==> src/rtl/uart_recv.sv <==
// UART receiver: 2-flop synchronized input, mid-bit sampling, LSB-first data, single stop bit.
// Optional even-parity bit compiled in with `define UART_RECV_PARITY_EN.
module uart_recv #(
   parameter int PACKET_SIZE = 4,
   parameter int CYCLE_DIV   = 100
) (
   input  logic                   clk,
   input  logic                   reset,
   input  logic                   bsIn,
   output logic [PACKET_SIZE-1:0] data,
   output logic                   dataValid,
   output logic                   frameErr,
   output logic                   parityErr,
   output logic                   busy
);

   localparam int CW = $clog2(CYCLE_DIV);
   localparam int BW = $clog2(PACKET_SIZE + 1);
   localparam logic [CW-1:0] HALF_LAST = CW'(CYCLE_DIV / 2 - 1);
   localparam logic [CW-1:0] BIT_LAST  = CW'(CYCLE_DIV - 1);
   localparam logic [BW-1:0] LAST_BIT  = BW'(PACKET_SIZE - 1);

`ifdef UART_RECV_PARITY_EN
   typedef enum logic [2:0] {IDLE, START, DATA, PARITY, STOP, WAIT_IDLE} state_t;
`else
   typedef enum logic [2:0] {IDLE, START, DATA, STOP, WAIT_IDLE} state_t;
`endif

   state_t                 state, state_next;
   logic [1:0]             sync;
   logic                   line;
   logic [CW-1:0]          cnt, cnt_next;
   logic [BW-1:0]          bit_cnt, bit_next;
   logic [PACKET_SIZE-1:0] shreg, sh_next, shifted;
   logic [PACKET_SIZE-1:0] data_next;
   logic                   valid_next, ferr_next;

   // Flops reset to 1 so a reset never looks like a start bit.
   always_ff @(posedge clk) begin
      if (reset) sync <= 2'b11;
      else       sync <= {sync[0], bsIn};
   end

   assign line = sync[1];
   assign busy = (state != IDLE);

   always_comb begin
      shifted = shreg;
      for (int i = 0; i < PACKET_SIZE - 1; i++) shifted[i] = shreg[i+1];
      shifted[PACKET_SIZE-1] = line;
   end

`ifdef UART_RECV_PARITY_EN
   logic perr, perr_next, perr_pulse_next;
`endif

   always_comb begin
      state_next = state;
      cnt_next   = cnt + 1'b1;
      bit_next   = bit_cnt;
      sh_next    = shreg;
      data_next  = data;
      valid_next = 1'b0;
      ferr_next  = 1'b0;
`ifdef UART_RECV_PARITY_EN
      perr_next       = perr;
      perr_pulse_next = 1'b0;
`endif
      case (state)
         IDLE: begin
            cnt_next = '0;
            if (!line) state_next = START;
         end
         START: begin
            if (cnt == HALF_LAST) begin
               cnt_next   = '0;
               bit_next   = '0;
               state_next = line ? IDLE : DATA;
            end
         end
         DATA: begin
            if (cnt == BIT_LAST) begin
               cnt_next = '0;
               sh_next  = shifted;
               bit_next = bit_cnt + 1'b1;
               if (bit_cnt == LAST_BIT) begin
`ifdef UART_RECV_PARITY_EN
                  state_next = PARITY;
`else
                  state_next = STOP;
`endif
               end
            end
         end
`ifdef UART_RECV_PARITY_EN
         PARITY: begin
            if (cnt == BIT_LAST) begin
               cnt_next   = '0;
               perr_next  = (^shreg) ^ line;
               state_next = STOP;
            end
         end
`endif
         STOP: begin
            if (cnt == BIT_LAST) begin
               cnt_next = '0;
               if (line) begin
                  data_next  = shreg;
                  valid_next = 1'b1;
`ifdef UART_RECV_PARITY_EN
                  perr_pulse_next = perr;
`endif
                  state_next = IDLE;
               end else begin
                  ferr_next  = 1'b1;
                  state_next = WAIT_IDLE;
               end
            end
         end
         WAIT_IDLE: begin
            cnt_next = '0;
            if (line) state_next = IDLE;
         end
         default: begin
            cnt_next   = '0;
            state_next = IDLE;
         end
      endcase
   end

   always_ff @(posedge clk) begin
      if (reset) begin
         state     <= IDLE;
         cnt       <= '0;
         bit_cnt   <= '0;
         shreg     <= '0;
         data      <= '0;
         dataValid <= 1'b0;
         frameErr  <= 1'b0;
      end else begin
         state     <= state_next;
         cnt       <= cnt_next;
         bit_cnt   <= bit_next;
         shreg     <= sh_next;
         data      <= data_next;
         dataValid <= valid_next;
         frameErr  <= ferr_next;
      end
   end

`ifdef UART_RECV_PARITY_EN
   always_ff @(posedge clk) begin
      if (reset) begin
         perr      <= 1'b0;
         parityErr <= 1'b0;
      end else begin
         perr      <= perr_next;
         parityErr <= perr_pulse_next;
      end
   end
`else
   assign parityErr = 1'b0;
`endif

endmodule

==> config.mk <==
export PLATFORM = sky130hd
export DESIGN_NAME = uart_recv
export DESIGN_NICKNAME = d
export VERILOG_FILES = /design/src/rtl/uart_recv.sv
export SDC_FILE = /design/constraint.sdc
export NUM_CORES = 1
export LEC_CHECK = 0
export ABC_CLOCK_PERIOD_IN_PS = 2700
export BUFFER_PORTS_ARGS = -buffer_cell sky130_fd_sc_hd__buf_2
export CAP_MARGIN = 20
export CORE_MARGIN = 4
export CORE_UTILIZATION = 30
export DETAILED_ROUTE_END_ITERATION = 10
export PLACE_DENSITY_LB_ADDON = 0.08
export SETUP_SLACK_MARGIN = 0.3
export SYNTH_ARGS = -nofsm -noshare
export SYNTH_HDL_FRONTEND = slang
export SYNTH_SLANG_ARGS = --single-unit
==> constraint.sdc <==
create_clock -name clk -period 2.7 [get_ports clk]
set_input_delay 0.405 -clock clk [delete_from_list [all_inputs] [get_ports clk]]
set_output_delay 0.405 -clock clk [all_outputs]
set_load 0.02 [all_outputs]
**After elaboration in Yosys (flattened, before gate mapping)**

Index checks and enable logic that the tools add are counted.

- Add/subtract/negate cells: 2
- Equality and inequality tests: 13
- Mux-type cells: 17
- Bitwise gates (word level): 2
- Reduce and logical (&&, ||, !) cells: 9

Operator list:

| cell | count |
|---|---|
| two-way mux 3 bit | 9 |
| case mux 3 bit (5 select lines) | 1 |
| two-way mux 7 bit | 2 |
| case mux 7 bit (2 select lines) | 1 |
| inequality test 2 bit, second input constant | 6 |
| equality test 3 x 2 -> 1 bit, second input constant | 3 |
| adder 7 x 1 -> 7 bit, second input constant | 1 |
| equality test 7 x 6 -> 1 bit, second input constant | 1 |
| equality test 7 bit, second input constant | 1 |
| case mux 3 bit (2 select lines) | 1 |
| AND reduction 3 bit | 2 |
| AND reduction 6 bit | 1 |
| adder 3 x 1 -> 3 bit, second input constant | 1 |
| equality test 3 x 1 -> 1 bit, second input constant | 1 |
| equality test 3 bit, second input constant | 1 |
| logical NOT 3 bit | 1 |
| nonzero test 3 bit | 1 |
| OR reduction 3 bit | 1 |
| two-way mux 1 bit | 2 |
| two-way mux 2 bit | 1 |
| inverter 1 bit | 2 |
| AND reduction 2 bit | 1 |
| nonzero test 2 bit | 1 |
| OR reduction 2 bit | 1 |

- Register bits: 25
- Bits of input ports: 3
- Output and inout port bits: 8
- Word-level logic and storage cells: 51

**Logic depth before layout (Yosys ltp)**

- Depth in word-level cells: 4
- Depth in mapped cells: 6
- Depth with buffers taken out: 6

**Least setup slack after synthesis**

No wires, ideal clock.

- Kind: register to register
- Start point: register cnt[3]
- End point: register shreg[0]
- Setup time: 0.128 ns
- Arrival: 1.454 ns
- Data required time: 2.572 ns
- Path slack: 1.118 ns
- Cell stages (with the launch flop): 6
- Path through: dfxtp_1 or3b_1 buf_6 nor3_4 mux2i_1 nor2_1

- Cells in the longest elaborated chain, start to end: 2

Ends and longest elaborated chain:

| what | line | source |
|---|---|---|
| from (decl) | 32 | `logic [CW-1:0] cnt, cnt_next;` |
| from (signal assigned) | 142 | `cnt <= cnt_next;` |
| equality test 7 bit | 82 | `if (cnt == BIT_LAST) begin` |
| AND reduction 2 bit (no source line) | n/a |  |
| to (signal assigned) | 144 | `shreg <= sh_next;` |
| to (decl) | 34 | `logic [PACKET_SIZE-1:0] shreg, sh_next, shifted;` |

No other way between the ends.
A chain may end at the register's enable or synchronous reset.

**Worst setup path in the final report**

- Start point: register state[1]
- End point: register shreg[3]

- Cells in the longest elaborated chain, start to end: 2

Ends and longest elaborated chain:

| what | line | source |
|---|---|---|
| from (decl) | 29 | `state_t state, state_next;` |
| from (signal assigned) | 141 | `state <= state_next;` |
| equality test 3 x 2 -> 1 bit | 69 | `case (state)` |
| AND reduction 2 bit (no source line) | n/a |  |

No other way between the ends.

==> summary.txt <==
Run status
  – Result of the run: complete, no violations

Timing
  – Final hold violations: 0
  – Post-route minimum period: 1810 ps
  – Worst slew slack as a fraction of its limit: 0.655
  – Final setup violation count: 0
  – Max Fclk: 0.554 GHz
  – Worst clock skew on the final layout: 5.35 ps
  – Minimum hold slack: 311 ps
  – Slew at the pin closest to its max-slew limit: 514 ps
  – Unrepaired setup endpoints after global routing: no
  – Sum Neg Setup Slack: 0 ps
  – Tcrit/Tclk final: 0.669
  – Final number of max-transition violations: 0
  – Post-layout worst setup margin: 895 ps

Global routing
  – GRT met1 Usage: 0.105
  – Global route overflow: 0
  – Number of global-route vias before repair: 777
  – Layer with the highest usage: met2
  – GR Util met3: 0.0288
  – Number of antenna violations at the first check in global routing: 0
  – Global-route track usage on met2: 0.141
  – Global-route usage over all layers: 0.0870
  – Wire length of the first global-routing pass: 3.42 mm
  – Largest net degree at the start of global routing: 23

Final layout
  – Core occupancy in the finished layout: 0.341
  – Share of final-layout standard cells stronger than drive strength 1: 0.157
  – Nets: 136
  – Number of antenna repair diodes: 0
  – Relative area change from synthesis to final layout: 9.36%
  – Finished Layout Cells: 175
  – Final instance area: 1260 um^2

Setup path
  – Kind of critical path: reg2reg
  – Data arrival time of the worst path: 1960 ps
  – Crit-path max FO: 12
  – Critical-path cell with the highest stage delay: sky130_fd_sc_hd__dfxtp_1
  – Worst Setup End Kind: flip-flop
  – Worst setup SP type: flip-flop
  – Crit-path cells: or3b_1 -> nor3_4 -> mux2i_1 -> nor2_1
  – Data required time at the worst endpoint: 2850 ps
  – Kind of cell adding the most delay to the critical path: simple AND/OR/NAND/NOR gates
  – Maximum single-stage delay on the critical path: 520 ps
  – Sum of buffers and inverters on the critical path: 0

Die
  – Core box area: 3690 um^2
  – Initial Utilization: 0.312
  – Std cell rows: 22
  – Top-Level Pins: 11
  – Die width: 69.9 um
  – DIE AREA: 4890 um^2
  – Vertical die dimension: 69.9 um

Synthesis
  – Post-synth top flop: sky130_fd_sc_hd__dfxtp_1
  – Cell count after synthesis: 122
  – Share of synthesized flip-flops with an asynchronous set or reset: 0
  – Area share of the leading cell type in the synthesized netlist: 0.435
  – Count of flip-flops with a built-in enable after synthesis: 0
  – Mean area per synthesized cell: 9.43 um^2
  – Syn_nets: 130
  – Mapped Area: 1150 um^2
  – Share of synthesized area occupied by flip-flops and latches: 0.435
  – Number of synthesized register bits: 25
  – Post-synth top area cell: sky130_fd_sc_hd__dfxtp_1
  – Cell types with the highest counts after synthesis: 25 x sky130_fd_sc_hd__dfxtp_1, 21 x sky130_fd_sc_hd__nor2_1, 8 x sky130_fd_sc_hd__mux2i_1, 6 x sky130_fd_sc_hd__xor2_1
  – Most common cell in the synthesized netlist: sky130_fd_sc_hd__dfxtp_1
  – Leading post-synthesis cells by cell area: sky130_fd_sc_hd__dfxtp_1 44%, sky130_fd_sc_hd__mux2i_1 7.0%, sky130_fd_sc_hd__nor2_1 6.9%
  – Count of distinct cell types in the synthesized netlist: 36
  – Yosys warns: 0

CTS
  – Number of buffers created by CTS: 3
  – Skew-Pair Late Insertion Delay: 270 ps
  – Clock-pin slew reported for the worst setup and hold paths after clock tree synthesis: 90 ps
  – Maximum clock path buffer count: 2
  – Buffer cell driving the clock tree root: sky130_fd_sc_hd__clkbuf_8
  – CTS tree: built
  – Number of setup buffers added after CTS: 0
  – Hold-fix buffer count after cts: 0
  – H-tree lvl count: 1
  – Count of instances resized after the clock tree is built: 0
  – Sink Count: 25

Pwr
  – VDD IR-drop max: 0.174 mV
  – Cell area power density: 511 nW/um^2
  – Lkg Pwr: 0.496 nW
  – Power, Total: 0.642 mW

Drt
  – Via density per instance: 4.70
  – Wire per inst: 11.6 um
  – Vias after detailed routing: 823
  – Antenna-violating nets left: 0
  – Wire length after detailed routing: 2.03 mm
  – Detailed Routing Iterations Pass 1: 2
  – DRC violations left: 0
  – Detailed router's first-iteration violation count: 37

Place
  – Input/output buffers: 9
  – Area after detailed placement: 1210 um^2
  – DP Wirelength: 1.44 mm
  – Placed cell count: 171
  – Placement Setup Slack: 893 ps
  – GP Congestion: 0.840

Job
  – Max Cap Violations: 0

Min path
  – Path class of the lowest-slack min-delay path: in2reg
logic make-up after synthesis:
family                     after synthesis  synth area share
and+or+nand+nor                         50             0.249
DFF                                     25             0.435
other                                    1           0.00326
xor gates and xnor gates                 7            0.0533
adders and majority gates                5            0.0544
buffers and inverters                   11            0.0479
AOI/OAI and AO/OA                       15            0.0871
muxes                                    8            0.0696
layout by cell type (no fill, tap or decap):
cell and n:
sky130_fd_sc_hd__nand2_1 2, sky130_fd_sc_hd__o21a_1 1, sky130_fd_sc_hd__nand3b_1 2, sky130_fd_sc_hd__nor4b_1 2, sky130_fd_sc_hd__dfxtp_1 25, sky130_fd_sc_hd__and3_1 1, sky130_fd_sc_hd__a31oi_1 1, sky130_fd_sc_hd__conb_1 1
sky130_fd_sc_hd__or2_2 4, sky130_fd_sc_hd__nor3_1 3, sky130_fd_sc_hd__a21o_1 2, sky130_fd_sc_hd__mux2i_1 8, sky130_fd_sc_hd__or3_1 2, sky130_fd_sc_hd__o41ai_1 2, sky130_fd_sc_hd__xnor2_1 1, sky130_fd_sc_hd__buf_2 9
sky130_fd_sc_hd__ha_1 5, sky130_fd_sc_hd__a211oi_1 1, sky130_fd_sc_hd__a21oi_1 2, sky130_fd_sc_hd__nor2_1 21, sky130_fd_sc_hd__inv_1 3, sky130_fd_sc_hd__nand4b_1 2, sky130_fd_sc_hd__or3b_2 1, sky130_fd_sc_hd__xor2_1 6
sky130_fd_sc_hd__clkbuf_8 3, sky130_fd_sc_hd__or3b_1 2, sky130_fd_sc_hd__o21ai_0 4, sky130_fd_sc_hd__o22ai_1 1, sky130_fd_sc_hd__nand3_1 5, sky130_fd_sc_hd__nor3b_1 1, sky130_fd_sc_hd__o32a_1 1, sky130_fd_sc_hd__nor3_4 2
sky130_fd_sc_hd__clkinv_2 1
layer usage:
layer  vias up  wire, um
li1        430         -
met1       377      1040
met2        12       867
met3         4        97
met4         0        32
met5         -         0
worst paths after layout:
| check | startpoint | to | slack, ps | depth (start not counted) |
|---|---|---|---|---|
| worst max-delay path | state[1] | shreg[3] | 890 | 4 |
| worst min-delay path | bsIn | sync[0] | 310 | 2 |
| worst max register to register | state[1] | shreg[3] | 890 | 4 |
| worst min register to register | sync[0] | sync[1] | 420 | 1 |
state kept, by name, summed over array words and instances, names as in the netlist:
register / cells
bit_cnt: 3
state: 3
shreg: 4
frameErr: 1
data: 4
dataValid: 1
cnt: 7
sync: 2
area by class of cell:
class | instances | area [um^2]
repair buffers | 9 | 45.0
clock inverters | 1 | 5.00
well taps | 48 | 60.1
clock buffers | 3 | 41.3
multi-input cells | 86 | 594
fillers | 393 | 2430
flip-flops and latches | 25 | 500
inverters | 3 | 11.3
where the power goes:
group          internal [mW]  switching, mW  leakage [nW]
Clock                  0.103          0.116        0.0255
Combinational         0.0155         0.0229         0.269
Sequential             0.374         0.0103         0.202
Total                  0.492          0.150         0.496
No activity file was read; power rests on OpenSTA's default activity.
